==> src/rtl/trap_ctrl_pkg.sv <==
// Shared definitions for the machine-mode trap controller: mcause codes,
// mtvec mode encodings and the trap FSM state type.
package trap_ctrl_pkg;

    localparam logic [31:0] CAUSE_ILLEGAL  = 32'd2;
    localparam logic [31:0] CAUSE_BREAK    = 32'd3;
    localparam logic [31:0] CAUSE_LD_FAULT = 32'd5;
    localparam logic [31:0] CAUSE_ST_FAULT = 32'd7;
    localparam logic [31:0] CAUSE_ECALL_M  = 32'd11;

    localparam logic [31:0] EXT_CAUSE_DEFAULT = 32'h8000_000B;

    localparam logic [1:0] MTVEC_DIRECT   = 2'd0;
    localparam logic [1:0] MTVEC_VECTORED = 2'd1;

    localparam int MSTATUS_MIE = 3;

    typedef enum logic [1:0] {
        IDLE = 2'd0,
        TRAP = 2'd1,
        RET  = 2'd2
    } trap_state_t;

endpackage

==> src/rtl/trap_ctrl_if.sv <==
// MEM-stage, CSR-file and PC-mux signals seen by the trap controller.
// master is the controller's view, slave is the surrounding pipeline's view.
interface trap_ctrl_if;

    logic        mem_valid;
    logic [31:0] mem_pc;
    logic [31:0] mem_inst;
    logic [31:0] mem_addr;
    logic        exc_illegal;
    logic        exc_ecall;
    logic        exc_ebreak;
    logic        exc_ld_fault;
    logic        exc_st_fault;
    logic        mem_mret;
    logic        ext_int;
    logic [31:0] mstatus;
    logic [31:0] mtvec;
    logic [31:0] mepc_i;

    logic        is_trap;
    logic        is_mret;
    logic [31:0] mepc;
    logic [31:0] mcause;
    logic [31:0] mtval;
    logic        redirect;
    logic [31:0] redirect_pc;
    logic        flush;

    modport master (
        input  mem_valid, mem_pc, mem_inst, mem_addr,
        input  exc_illegal, exc_ecall, exc_ebreak, exc_ld_fault, exc_st_fault,
        input  mem_mret, ext_int, mstatus, mtvec, mepc_i,
        output is_trap, is_mret, mepc, mcause, mtval, redirect, redirect_pc, flush
    );

    modport slave (
        output mem_valid, mem_pc, mem_inst, mem_addr,
        output exc_illegal, exc_ecall, exc_ebreak, exc_ld_fault, exc_st_fault,
        output mem_mret, ext_int, mstatus, mtvec, mepc_i,
        input  is_trap, is_mret, mepc, mcause, mtval, redirect, redirect_pc, flush
    );

endinterface

==> src/rtl/trap_ctrl_int_sync.sv <==
// External-interrupt synchroniser: SYNC_STAGES flop chain followed by a
// rising-edge detector on the synchronised level.
module int_sync #(
    parameter int unsigned SYNC_STAGES = 2
) (
    input  logic clk,
    input  logic rst_n,
    input  logic async_in,
    output logic rise
);

    logic [SYNC_STAGES-1:0] sync_q;
    logic                   prev_q;

    // NOTE: sequential state uses non-blocking assignments so every flop in the
    // chain samples its predecessor's pre-edge value.
    always_ff @(posedge clk or negedge rst_n) begin
        if (!rst_n) begin
            sync_q <= '0;
            prev_q <= 1'b0;
        end else begin
            sync_q <= {sync_q[SYNC_STAGES-2:0], async_in};
            prev_q <= sync_q[SYNC_STAGES-1];
        end
    end

    assign rise = sync_q[SYNC_STAGES-1] & ~prev_q;

endmodule

==> src/rtl/trap_ctrl.sv <==
// Machine-mode trap initiator: prioritises MEM-stage exceptions and a latched
// external interrupt, pulses trap/mret to the CSR file and redirects fetch.
module trap_ctrl
    import trap_ctrl_pkg::*;
#(
    parameter int unsigned SYNC_STAGES = 2,
    parameter logic [31:0] EXT_CAUSE   = EXT_CAUSE_DEFAULT
) (
    input  logic          clk,
    input  logic          rst_n,
    trap_ctrl_if.master   bus
);

    trap_state_t state;

    logic        int_rise;
    logic        int_pend;
    logic        pend_eff;
    logic        take_int;
    logic        decide;
    logic        trap_dec;
    logic        do_trap;
    logic        do_ret;
    logic        int_taken;
    logic [31:0] cause;
    logic [31:0] tval;
    logic [31:0] trap_pc;

    logic [31:0] last_cause;
    logic [31:0] last_tval;

    logic        is_trap_q;
    logic        is_mret_q;
    logic        redirect_q;
    logic        flush_q;
    logic [31:0] redirect_pc_q;
    logic [31:0] mepc_q;
    logic [31:0] mcause_q;
    logic [31:0] mtval_q;

    logic        unused_bits;

    int_sync #(
        .SYNC_STAGES (SYNC_STAGES)
    ) u_int_sync (
        .clk      (clk),
        .rst_n    (rst_n),
        .async_in (bus.ext_int),
        .rise     (int_rise)
    );

    // NOTE: every always_comb output gets a default first so no path infers a latch.
    always_comb begin
        pend_eff  = int_pend | int_rise;
        take_int  = pend_eff & bus.mstatus[MSTATUS_MIE];
        decide    = (state == IDLE) && bus.mem_valid;
        trap_dec  = 1'b1;
        cause     = '0;
        tval      = '0;
        if (take_int) begin
            cause = EXT_CAUSE;
        end else if (bus.exc_illegal) begin
            cause = CAUSE_ILLEGAL;
            tval  = bus.mem_inst;
        end else if (bus.exc_ebreak) begin
            cause = CAUSE_BREAK;
            tval  = bus.mem_pc;
        end else if (bus.exc_ecall) begin
            cause = CAUSE_ECALL_M;
        end else if (bus.exc_ld_fault) begin
            cause = CAUSE_LD_FAULT;
            tval  = bus.mem_addr;
        end else if (bus.exc_st_fault) begin
            cause = CAUSE_ST_FAULT;
            tval  = bus.mem_addr;
        end else begin
            trap_dec = 1'b0;
        end
        do_trap   = decide & trap_dec;
        do_ret    = decide & ~trap_dec & bus.mem_mret;
        int_taken = decide & take_int;

        // Only interrupts are vectored; exceptions always land on the base.
        trap_pc = {bus.mtvec[31:2], 2'b00};
        if (bus.mtvec[1:0] == MTVEC_VECTORED && cause[31])
            trap_pc = trap_pc + {cause[29:0], 2'b00};
    end

    always_ff @(posedge clk or negedge rst_n) begin
        if (!rst_n) begin
            state         <= IDLE;
            int_pend      <= 1'b0;
            last_cause    <= '0;
            last_tval     <= '0;
            is_trap_q     <= 1'b0;
            is_mret_q     <= 1'b0;
            redirect_q    <= 1'b0;
            flush_q       <= 1'b0;
            redirect_pc_q <= '0;
            mepc_q        <= '0;
            mcause_q      <= '0;
            mtval_q       <= '0;
        end else begin
            // A rise coinciding with the take is absorbed by that same take.
            int_pend   <= int_taken ? 1'b0 : pend_eff;
            is_trap_q  <= 1'b0;
            is_mret_q  <= 1'b0;
            redirect_q <= 1'b0;
            flush_q    <= 1'b0;
            unique case (state)
                IDLE: begin
                    if (do_trap) begin
                        state         <= TRAP;
                        is_trap_q     <= 1'b1;
                        redirect_q    <= 1'b1;
                        flush_q       <= 1'b1;
                        redirect_pc_q <= trap_pc;
                        mepc_q        <= bus.mem_pc;
                        mcause_q      <= cause;
                        mtval_q       <= tval;
                        last_cause    <= cause;
                        last_tval     <= tval;
                    end else if (do_ret) begin
                        state         <= RET;
                        is_mret_q     <= 1'b1;
                        redirect_q    <= 1'b1;
                        flush_q       <= 1'b1;
                        redirect_pc_q <= bus.mepc_i;
                        mepc_q        <= bus.mepc_i;
                        mcause_q      <= last_cause;
                        mtval_q       <= last_tval;
                    end
                end
                TRAP, RET: state <= IDLE;
                default:   state <= IDLE;
            endcase
        end
    end

    assign bus.is_trap     = is_trap_q;
    assign bus.is_mret     = is_mret_q;
    assign bus.redirect    = redirect_q;
    assign bus.redirect_pc = redirect_pc_q;
    assign bus.mepc        = mepc_q;
    assign bus.mcause      = mcause_q;
    assign bus.mtval       = mtval_q;
    // The decide-cycle term is gated by reset so flush drops the moment rst_n falls.
    assign bus.flush       = flush_q | ((do_trap | do_ret) & rst_n);

    assign unused_bits = ^{bus.mstatus[31:4], bus.mstatus[2:0], cause[30]};

endmodule

==> src/flat_wrapper.sv <==
// flat-port wrapper written by rule: the top's interface ports become plain ports
module trap_ctrl_flat import trap_ctrl_pkg::*;
#(
    parameter int unsigned SYNC_STAGES = 2,
    parameter logic [31:0] EXT_CAUSE   = EXT_CAUSE_DEFAULT
)
  (clk, rst_n, bus_mem_valid, bus_mem_pc, bus_mem_inst, bus_mem_addr, bus_exc_illegal, bus_exc_ecall, bus_exc_ebreak, bus_exc_ld_fault, bus_exc_st_fault, bus_mem_mret, bus_ext_int, bus_mstatus, bus_mtvec, bus_mepc_i, bus_is_trap, bus_is_mret, bus_mepc, bus_mcause, bus_mtval, bus_redirect, bus_redirect_pc, bus_flush);
  trap_ctrl_if bus_i ();
  input  logic clk;
  input  logic rst_n;
  input wire logic [$bits(bus_i.mem_valid)-1:0] bus_mem_valid;
  input wire logic [$bits(bus_i.mem_pc)-1:0] bus_mem_pc;
  input wire logic [$bits(bus_i.mem_inst)-1:0] bus_mem_inst;
  input wire logic [$bits(bus_i.mem_addr)-1:0] bus_mem_addr;
  input wire logic [$bits(bus_i.exc_illegal)-1:0] bus_exc_illegal;
  input wire logic [$bits(bus_i.exc_ecall)-1:0] bus_exc_ecall;
  input wire logic [$bits(bus_i.exc_ebreak)-1:0] bus_exc_ebreak;
  input wire logic [$bits(bus_i.exc_ld_fault)-1:0] bus_exc_ld_fault;
  input wire logic [$bits(bus_i.exc_st_fault)-1:0] bus_exc_st_fault;
  input wire logic [$bits(bus_i.mem_mret)-1:0] bus_mem_mret;
  input wire logic [$bits(bus_i.ext_int)-1:0] bus_ext_int;
  input wire logic [$bits(bus_i.mstatus)-1:0] bus_mstatus;
  input wire logic [$bits(bus_i.mtvec)-1:0] bus_mtvec;
  input wire logic [$bits(bus_i.mepc_i)-1:0] bus_mepc_i;
  output wire logic [$bits(bus_i.is_trap)-1:0] bus_is_trap;
  output wire logic [$bits(bus_i.is_mret)-1:0] bus_is_mret;
  output wire logic [$bits(bus_i.mepc)-1:0] bus_mepc;
  output wire logic [$bits(bus_i.mcause)-1:0] bus_mcause;
  output wire logic [$bits(bus_i.mtval)-1:0] bus_mtval;
  output wire logic [$bits(bus_i.redirect)-1:0] bus_redirect;
  output wire logic [$bits(bus_i.redirect_pc)-1:0] bus_redirect_pc;
  output wire logic [$bits(bus_i.flush)-1:0] bus_flush;
  assign bus_i.mem_valid = bus_mem_valid;
  assign bus_i.mem_pc = bus_mem_pc;
  assign bus_i.mem_inst = bus_mem_inst;
  assign bus_i.mem_addr = bus_mem_addr;
  assign bus_i.exc_illegal = bus_exc_illegal;
  assign bus_i.exc_ecall = bus_exc_ecall;
  assign bus_i.exc_ebreak = bus_exc_ebreak;
  assign bus_i.exc_ld_fault = bus_exc_ld_fault;
  assign bus_i.exc_st_fault = bus_exc_st_fault;
  assign bus_i.mem_mret = bus_mem_mret;
  assign bus_i.ext_int = bus_ext_int;
  assign bus_i.mstatus = bus_mstatus;
  assign bus_i.mtvec = bus_mtvec;
  assign bus_i.mepc_i = bus_mepc_i;
  assign bus_is_trap = bus_i.is_trap;
  assign bus_is_mret = bus_i.is_mret;
  assign bus_mepc = bus_i.mepc;
  assign bus_mcause = bus_i.mcause;
  assign bus_mtval = bus_i.mtval;
  assign bus_redirect = bus_i.redirect;
  assign bus_redirect_pc = bus_i.redirect_pc;
  assign bus_flush = bus_i.flush;
  trap_ctrl #(.SYNC_STAGES(SYNC_STAGES), .EXT_CAUSE(EXT_CAUSE)) u_core (.clk(clk), .rst_n(rst_n), .bus(bus_i));
endmodule
==> config.mk <==
export PLATFORM = sky130hd
export DESIGN_NAME = trap_ctrl_flat
export DESIGN_NICKNAME = d
export VERILOG_FILES = /design/src/rtl/trap_ctrl_pkg.sv /design/src/rtl/trap_ctrl_if.sv /design/src/rtl/trap_ctrl_int_sync.sv /design/src/rtl/trap_ctrl.sv /design/src/flat_wrapper.sv
export SDC_FILE = /design/constraint.sdc
export NUM_CORES = 1
export LEC_CHECK = 0
export CAP_MARGIN = 20
export CORE_MARGIN = 3
export CORE_UTILIZATION = 39
export DETAILED_ROUTE_END_ITERATION = 8
export GPL_ROUTABILITY_DRIVEN = 0
export PLACE_DENSITY = 0.83
export SLEW_MARGIN = 20
export SYNTH_ARGS = -nofsm -noshare
export SYNTH_HDL_FRONTEND = slang
export SYNTH_HIERARCHICAL = 1
export SYNTH_SLANG_ARGS = --single-unit
==> constraint.sdc <==
create_clock -name clk -period 2.8 [get_ports clk]
set_input_delay 0.42 -clock clk [delete_from_list [all_inputs] [get_ports clk]]
set_output_delay 0.42 -clock clk [all_outputs]
set_load 0.1 [all_outputs]
==> impl_metrics.env <==
export IMPL_async_flop_share_pct=100
export IMPL_first_iter_violations=372
export IMPL_grt_pass1_wl_um=41300
export IMPL_max_stage_delay_ns=0.47
export IMPL_final_cell_mix="clkdlybuf4s50_1, buf_4, dfrtp_1"
export IMPL_power_mw=10.3
export IMPL_dp_final_hpwl_um=20400
export IMPL_dieArea_um2=22100
export IMPL_yosys_most_used_dff="dfrtp_1"
export IMPL_grt_max_degree=75
export IMPL_ios=334
export IMPL_ir_drop_mv=0.490
export IMPL_dr_total_vias=7253
export IMPL_pwr_share_seq_pct=27.2
export IMPL_viasPerCell=5.40
export IMPL_io_buffers=275
export IMPL_finalSetupTns_ns=0
export IMPL_placedCellCount=1310
export IMPL_worstMarginPinSlew_ns=0.983
export IMPL_hold_viol=0
export IMPL_path_cells="clkdlybuf4s50_1, or2_1, nor3_2, o21ai_1, ha_2, inv_1, fa_1, nand2b_1, a21oi_1, buf_4, buf_4, a41o_1, o22ai_1, o21ai_0"
export IMPL_outcome="finished, final reports clean"
export IMPL_cts_root_buf="clkbuf_16"
export IMPL_overflow=0
export IMPL_yosysWarningCount=6
export IMPL_layout_setup_ws_ns=0.143
export IMPL_grt_pass1_vias=7310
export IMPL_final_common_cell="clkdlybuf4s50_1"
export IMPL_totalWireLength_um=27300
export IMPL_fin_crit_sh_pct=94.9
export IMPL_place_area_um2=10800
export IMPL_syn_area_um2=7920
export IMPL_core_area_um2=19700
export IMPL_yosys_cell_types_count=59
export IMPL_p_leak_nw=4.97
export IMPL_pwr_share_clk_pct=24.4
export IMPL_final_cells=1342
export IMPL_diodes=0
export IMPL_drc_errors=0
export IMPL_clkSlewWorstSetupHoldPaths_ns=0.06
export IMPL_final_design_area_no_fill_um2=11400
export IMPL_synth_seq_cells=147
export IMPL_arrival_ns=2.97
export IMPL_layout_min_cycle_time_ns=2.66
export IMPL_max_freq_ghz=0.376
export IMPL_holdWs_ns=0.350
export IMPL_critPathKind="in2reg"
export IMPL_relSlewSlack_pct=34.5
export IMPL_nets=1272
export IMPL_row_count=51
export IMPL_synth_edf_count=0
export IMPL_grt_use_total_pct=24.2
export IMPL_fp_dieH_um=149
export IMPL_critPathMostFrequentCell="buf_4"
export IMPL_clk_path_buf_depth=2
export IMPL_finClkSkew_ns=0.00632
export IMPL_drtPass1Iterations=5
export IMPL_critPathRequiredTime_ns=3.11
export IMPL_start_util_pct=40.2
export IMPL_crit_fanout=5
export IMPL_place_ws_ns=-0.261
export IMPL_ant_nets=0
export IMPL_drive_gt1_share_pct=24.3
export IMPL_p_int_mw=5.41
export IMPL_comb_power_share_pct=48.3
export IMPL_hold_path_class="reg2reg"
export IMPL_path_buf_inv=4
export IMPL_drv_slew=0
export IMPL_clock_latency_ns=0.41
export IMPL_crit_family="buffers and inverters"
export IMPL_start_kind="input pin"
export IMPL_wl_per_cell_um=20.3
export IMPL_rsz0062_at_grt="no"
export IMPL_cts_tree="built"
export IMPL_antenna_found_initial=0
export IMPL_drv_cap=0
export IMPL_fp_dieW_um=149
export IMPL_cpMaxStageDelayCell="clkdlybuf4s50_1"
export IMPL_h_tree_depth=4
export IMPL_swShare_pct=47.6
export IMPL_cts_buffers=17
export IMPL_setup_viol=0
export IMPL_avgSynthCellArea_um2=10.2
export IMPL_area_delta_synth_final_pct=44.5
export IMPL_worstSetupEndpointType="flip-flop"
export IMPL_post_route_util_pct=58.0
export IMPL_power_net_switching_mw=4.92
export IMPL_ys_seq_area_share_pct=46.4
export IMPL_power_density_nw_per_um2=902
export IMPL_clkSinkCount=147
export IMPL_synth_cells=778
-- power by group through the flow --
| stage | sequential, mW | combinational [mW] | clock [mW] |
|---|---|---|---|
| 2_1_floorplan | 5.40 | 1.15 | 0 |
| 3_3_place_gp | 2.82 | 4.95 | 0 |
| 3_5_place_dp | 2.84 | 5.00 | 0 |
| 4_1_cts | 2.81 | 5.01 | 2.58 |
| 5_1_grt | 2.87 | 5.17 | 2.67 |
| 6_report | 2.81 | 4.99 | 2.52 |
-- cells in the mapped netlist (all sizes together), types with 3 or more instances --
cell      n  share of area [%]
nor3      5               0.38
xor2     22                2.4
nand3b    4               0.38
nand3    13               0.82
nor2    105                5.0
nand2   116                5.5
a32o     32                4.0
nor3b     3               0.35
inv      12               0.60
o21ai    29                1.8
o22ai    10               0.79
nor4      3               0.32
dfrtp   147                 46
o31ai    33                8.3
and3      6               0.47
a22oi    14                1.3
a21oi    21                1.3
mux2     36                5.1
nand4    11               0.87
a31oi    33                2.6
mux2i     6               0.76
clkbuf   24                1.1
ha        4               0.63
buf      58                5.2
-- state kept, by name (all words and copies together) (netlist names) --
name and flops:
u_core/bus.is_trap 1, u_core/last_tval 32, u_core/state 2, u_core/u_int_sync/sync_q 2, u_core/bus.redirect_pc 32, u_core/bus.mepc 32, u_core/bus.mtval 32, u_core/flush_q 1
u_core/last_cause 5, u_core/bus.mcause 5, u_core/int_pend 1, u_core/bus.is_mret 1, u_core/u_int_sync/prev_q 1
-- worst paths after layout --
path | startpoint | cells after the start | endpoint | slack (ns)
max | bus_exc_ld_fault | 14 | u_core/bus.redirect_pc[10] | 0.14
min | u_core/u_int_sync/sync_q[0] | 0 | u_core/u_int_sync/sync_q[1] | 0.35
max reg2reg | u_core/u_int_sync/sync_q[1] | 11 | u_core/bus.redirect_pc[31] | 0.23
min reg2reg | u_core/u_int_sync/sync_q[0] | 0 | u_core/u_int_sync/sync_q[1] | 0.35
max in group asynchronous | rst_n | 3 | u_core/bus.mepc[14] | 1.28
min in group asynchronous | rst_n | 2 | u_core/bus.mcause[31] | 0.36
-- metal layers --
layer	global-route usage (%)	vias up	wire length, um
met5	0	-	0
met4	9.28	0	870
met3	6.12	56	2150
met2	40.6	359	13300
met1	30.2	3543	11000
li1	-	3295	-
-- kinds of logic (layout without fill, tap and decap cells) --
family / count (synthesis) / count (layout) / share of synthesized area, %
other: 1 / 27 / 0.0473
adder cells (fa/ha/maj): 5 / 5 / 0.884
buffers and inverters: 96 / 369 / 7.08
flip-flops: 147 / 147 / 46.4
AND/OR/NAND/NOR: 277 / 277 / 15.2
AO/OA/AOI/OAI: 186 / 186 / 21.9
multiplexers: 42 / 42 / 5.87
XOR/XNOR: 24 / 24 / 2.65
-- final cells by class --
type	count	area (um^2)
fill	1672	8270
multi-input combinational	561	3810
sequential	147	3680
timing repair buffer	324	2930
clock buffer	19	443
tap	265	332
clock inverter	12	204
inverter	14	56.3
-- repair_timing --
| item | in CTS | in global routing |
|---|---|---|
| resized for setup | 0 | 2 |
| endpoints found under the setup margin | 0 | 8 |
| hold endpoints to repair | 5 | 0 |
| hold buffers | 1 | 0 |
| setup buffers | 0 | 0 |
Power figures use the tool's default switching activity.
